**config.mk**
```make
export PLATFORM = sky130hd
export DESIGN_NAME = threshold_calibrator
export DESIGN_NICKNAME = d
export VERILOG_FILES = /design/src/rtl/threshold_calibrator.sv
export SDC_FILE = /design/constraint.sdc
export NUM_CORES = 1
export LEC_CHECK = 0
export ABC_AREA = 1
export CAP_MARGIN = 20
export CORE_MARGIN = 2
export CORE_UTILIZATION = 58
export DETAILED_ROUTE_END_ITERATION = 10
export GPL_TIMING_DRIVEN = 0
export PLACE_DENSITY = 0.86
export REMOVE_ABC_BUFFERS = 1
export SLEW_MARGIN = 0
export SYNTH_ARGS = -nofsm -noshare
export SYNTH_HDL_FRONTEND = slang
export SYNTH_SLANG_ARGS = --single-unit
```
**constraint.sdc**
```tcl
create_clock -name clk -period 2.25 [get_ports clk]
set_input_delay 0.3375 -clock clk [delete_from_list [all_inputs] [get_ports clk]]
set_output_delay 0.3375 -clock clk [all_outputs]
set_load 0.01 [all_outputs]
```
**src/rtl/threshold_calibrator.sv**
```systemverilog
// rtl/threshold_calibrator.sv - windowed ADC min/max tracker that publishes a mid-point threshold and hysteresis
module threshold_calibrator #(
  parameter int ADC_WIDTH      = 12,
  parameter int WINDOW_LOG2    = 8,
  parameter int TIMEOUT_CYCLES = 1000000,
  parameter int HYST_MIN       = 8
) (
  input  logic                 clk,
  input  logic                 rst,
  input  logic                 start,
  input  logic                 continuous,
  input  logic                 abort,
  input  logic [ADC_WIDTH-1:0] adc_value,
  input  logic                 adc_value_change,
  output logic [ADC_WIDTH-1:0] threshold,
  output logic [ADC_WIDTH-3:0] hysteresis,
  output logic [ADC_WIDTH-1:0] win_min,
  output logic [ADC_WIDTH-1:0] win_max,
  output logic                 cal_valid,
  output logic                 busy,
  output logic                 timeout_err
);

  localparam int W  = ADC_WIDTH;
  localparam int HW = ADC_WIDTH - 2;
  localparam int CW = WINDOW_LOG2 + 1;
  localparam int TW = $clog2(TIMEOUT_CYCLES + 1);

  localparam logic [1:0] S_IDLE    = 2'd0;
  localparam logic [1:0] S_ACQUIRE = 2'd1;
  localparam logic [1:0] S_COMPUTE = 2'd2;
  localparam logic [1:0] S_PUBLISH = 2'd3;

  localparam logic [CW-1:0] N_LAST   = {1'b0, {WINDOW_LOG2{1'b1}}};
  localparam logic [TW-1:0] T_LAST   = TW'(TIMEOUT_CYCLES - 1);
  localparam logic [W-1:0]  THR_RST  = {1'b1, {(W-1){1'b0}}};
  localparam logic [HW-1:0] HYST_RST = HW'(HYST_MIN);

  logic [1:0]    state;
  logic          change_q;
  logic          sample_event;
  logic [W-1:0]  run_min;
  logic [W-1:0]  run_max;
  logic [CW-1:0] count;
  logic [TW-1:0] timer;
  logic [W-1:0]  thr_r;
  logic [HW-1:0] hyst_r;
  logic [W-1:0]  span;

  // The copy also tracks the input during reset, so release never looks like a toggle.
  always_ff @(posedge clk) begin
    change_q <= adc_value_change;
  end

  assign sample_event = (adc_value_change != change_q);
  assign busy         = (state != S_IDLE);
  assign span         = run_max - run_min;

  always_ff @(posedge clk) begin
    if (rst) begin
      state       <= S_IDLE;
      threshold   <= THR_RST;
      hysteresis  <= HYST_RST;
      win_min     <= '0;
      win_max     <= '1;
      cal_valid   <= 1'b0;
      timeout_err <= 1'b0;
      run_min     <= '1;
      run_max     <= '0;
      count       <= '0;
      timer       <= '0;
      thr_r       <= '0;
      hyst_r      <= '0;
    end else begin
      cal_valid <= 1'b0;
      case (state)
        S_IDLE: begin
          if ((start || continuous) && !abort) begin
            state       <= S_ACQUIRE;
            run_min     <= '1;
            run_max     <= '0;
            count       <= '0;
            timer       <= '0;
            timeout_err <= 1'b0;
          end
        end
        S_ACQUIRE: begin
          if (abort) begin
            state <= S_IDLE;
          end else if (sample_event) begin
            if (adc_value < run_min) run_min <= adc_value;
            if (adc_value > run_max) run_max <= adc_value;
            count <= count + 1'b1;
            timer <= '0;
            if (count == N_LAST) state <= S_COMPUTE;
          end else if (timer == T_LAST) begin
            state       <= S_IDLE;
            timeout_err <= 1'b1;
          end else begin
            timer <= timer + 1'b1;
          end
        end
        S_COMPUTE: begin
          if (abort) begin
            state <= S_IDLE;
          end else begin
            // Sum is formed one bit wider than the samples so the mid-point never wraps.
            thr_r <= W'(({1'b0, run_max} + {1'b0, run_min}) >> 1);
            if (int'(span) < 4 * HYST_MIN) hyst_r <= HYST_RST;
            else                           hyst_r <= HW'(span >> 2);
            state <= S_PUBLISH;
          end
        end
        S_PUBLISH: begin
          if (abort) begin
            state <= S_IDLE;
          end else begin
            threshold  <= thr_r;
            hysteresis <= hyst_r;
            win_min    <= run_min;
            win_max    <= run_max;
            cal_valid  <= 1'b1;
            if (continuous) begin
              state   <= S_ACQUIRE;
              run_min <= '1;
              run_max <= '0;
              count   <= '0;
              timer   <= '0;
            end else begin
              state <= S_IDLE;
            end
          end
        end
        default: state <= S_IDLE;
      endcase
    end
  end

endmodule

```
==> results.json <==
{
  "r2r_cells": 11,
  "die_w_um": 112,
  "post_drt_via_cell_ratio": 5.48,
  "fmax_mhz": 464,
  "irDropWorstVdd_v": 0.000573,
  "synth.top_cell.area_share_pct": 37.4,
  "gp_congestion": 0.873,
  "cts_made_buffers": 17,
  "crit_path_start": "adc_value[11]",
  "final_util_pct": 71.6,
  "syn_area_per_cell_sq_um": 7.14,
  "antenna_cells": 0,
  "rsz0062_at_grt": "false",
  "critical_path_class": "input pin to register",
  "rrSetupSlack_ps": 120,
  "clock_skew_ps": 6.74,
  "hold_slack_ps": 405,
  "crit_arrival_ps": 2460,
  "vias": 6299,
  "nets": 1060,
  "die_y_um": 112,
  "synth_warnings": 0,
  "setup_violations": 0,
  "min_period_ps": 2150,
  "synthCells": 946,
  "grt_usage_pct": 26.6,
  "areaGrowthSynthToFinish_pct": 20.6,
  "final_cells": 1150,
  "power_density_mw_per_mm2": 699,
  "fillers": 897,
  "tightest_slew_ps": 665,
  "dp.cells": 1117,
  "postRouteAntennaNets": 0,
  "die-area_sq_mm": 0.0125,
  "yosysSeqAreaShare_pct": 37.4,
  "cts_setup_buffers": 0,
  "cts_tree": "done",
  "start_kind": "input pin",
  "drive_above_1_share_pct": 9.14,
  "drtPass1Iterations": 5,
  "antenna_found_initial": 0,
  "place_hpwl_mm": 11.0,
  "crit_required_ps": 2560,
  "finalCritPeriodShare_pct": 95.7,
  "ys_types": 40,
  "boundaryPins": 67,
  "hold_viol": 0,
  "grt_pass1_wl_mm": 27.2,
  "grt_pass1_vias": 5949,
  "async_flop_share_pct": 0,
  "synth_ff_type": "dfxtp_1",
  "clk_latency_ps": 430,
  "numClockSinks": 126,
  "core_sq_mm": 0.0114,
  "setup.worst_path.end": "run_max[8]",
  "grt_overflow_total": 0,
  "critPathMaxFanout": 13,
  "drv_slew": 0,
  "grt_max_degree": 64,
  "r2r_start": "run_max[10]",
  "syn_area_sq_mm": 0.00675,
  "fin_total_pwr_mw": 5.69,
  "cap_viol_max_count": 0,
  "route.detailed.drc": 0,
  "reg2reg_to": "run_max[8]",
  "hp-class": "input pin to register",
  "wl_mm": 16.4,
  "clkTransAtPathRegs_ps": 50,
  "synth.area.top_cells": "dfxtp_1 37%, nand2_1 9.8%, ha_1 8.7%, a21oi_1 7.3%, inv_1 6.9%",
  "fp-row-count": 39,
  "relSlewSlack_pct": 55.6,
  "drtIter0Drc": 483,
  "synth_seq_cells": 126,
  "wl_per_cell_um": 14.3,
  "clockRootBuffer": "clkbuf_16",
  "leakagePower_nw": 3.67,
  "clockBufferDepth": 2,
  "yosysTopAreaCell": "dfxtp_1",
  "status": "completed",
  "io_buffers": 66,
  "initial_utilization_pct": 59.4,
  "synth-edff-count": 0,
  "setup_tns_ps": 0,
  "cp-end-kind": "register",
  "htree_levels": 4
}
[critical path, cell delays in order]
cell and delay [ps]:
clkdlybuf4s50_1 520, ha_1 360, nand2_1 60, inv_1 70, nand3_1 90, nor3_2 250
nand2_1 200, nand3_4 220, nand2_4 150, nand3_1 110, a21oi_1 80
[sequential cells by signal, indices dropped and copies added (netlist names)]
name	count
timer	20
threshold	12
cal_valid	1
change_q	1
hysteresis	10
timeout_err	1
count	9
run_max	12
win_min	12
state	2
thr_r	12
run_min	12
win_max	12
hyst_r	10
[per-layer routing]
metal | routed length [um] | track usage, %
met1 | 7100 | 31.5
met2 | 8170 | 46.0
met4 | 278 | 11.3
met5 | 0 | 0
met3 | 892 | 6.53
[placed cells by master (no fill, tap or decap), types with 7 or more instances in the layout]
cell             synthesis  final
nand4_1                 25     25
o21ai_0                 58     58
nand2_2                  6      8
xor2_1                  12     12
o211ai_1                12     12
o21bai_1                 7      7
inv_1                  124    122
nor3_1                  16     16
nor2_1                  66     65
or2_2                   11     11
clkbuf_16                0     17
clkdlybuf4s50_1          0     66
nand3_1                 72     71
nand2_1                176    170
inv_2                    9      9
ha_1                    47     39
dfxtp_1                126    126
a21oi_1                 98     96
[synthesized netlist by cell type, types with 2 or more instances]
master	n
nor3_1	16
a211oi_1	4
nor2_1	66
o21bai_1	7
xor2_1	12
a31oi_1	4
a21oi_1	98
nor2_2	4
nand4_1	25
inv_2	9
ha_1	47
buf_4	2
o21ai_1	7
nand2_2	6
dfxtp_1	126
or2_2	11
o211ai_1	12
nor3_2	3
and3_1	2
nand3_1	72
buf_2	13
clkbuf_1	25
and2_1	2
nand2_1	176
inv_1	124
o21ai_0	58
xnor2_1	2
[cell type report]
cell class,count,area (sq um),area share [%]
Clock buffer,26,509,6.25
Clock inverter,6,32.5,0.399
Inverter,133,508,6.24
Multi-Input combinational cell,646,3660,45.0
Sequential cell,126,2520,31.0
Tap cell,143,179,2.20
Timing Repair Buffer,69,723,8.88
Timing Repair inverter,1,5.00,0.0615
[how the worst min path moves through the flow]
stage                     startpoint           end  slack [ps]  cells past startpoint
floorplan           adc_value_change      change_q         370                      0
global placement            thr_r[0]  threshold[0]         430                      2
detailed placement          thr_r[0]  threshold[0]         440                      2
CTS                 adc_value_change      change_q         400                      1
global route        adc_value_change      change_q         410                      1
finish              adc_value_change      change_q         410                      1
[cell families (layout without fill, tap and decap cells)]
logic type | count (synthesis) | after routing | share of synthesized area (%)
simple gates | 388 | 388 | 25.7
fa+ha+maj | 48 | 48 | 9.01
xor+xnor | 14 | 14 | 1.82
flops | 126 | 126 | 37.4
compound gates | 196 | 196 | 16.0
buf+inv | 174 | 235 | 10.1
[per-stage QoR]
step / setup WS, ps / cell area, sq um
3_3_place_gp: -2710 / 7410
6_report: 96.0 / 8140
5_1_grt: 1.87 / 8140
2_1_floorplan: -761 / 6570
4_1_cts: 9.08 / 8040
3_5_place_dp: -716 / 7480
[power by group]
group	switching, mW	internal, mW
combinational	0.567	0.292
sequential	0.0477	2.28
clock	0.959	1.54
[repair_timing]
action | in CTS | in global routing
cloned | 0 | 1
gates resized for setup | 7 | 23
setup endpoints to repair | 38 | 49
hold buffers | 0 | 0
Power figures use the tool's default switching activity.
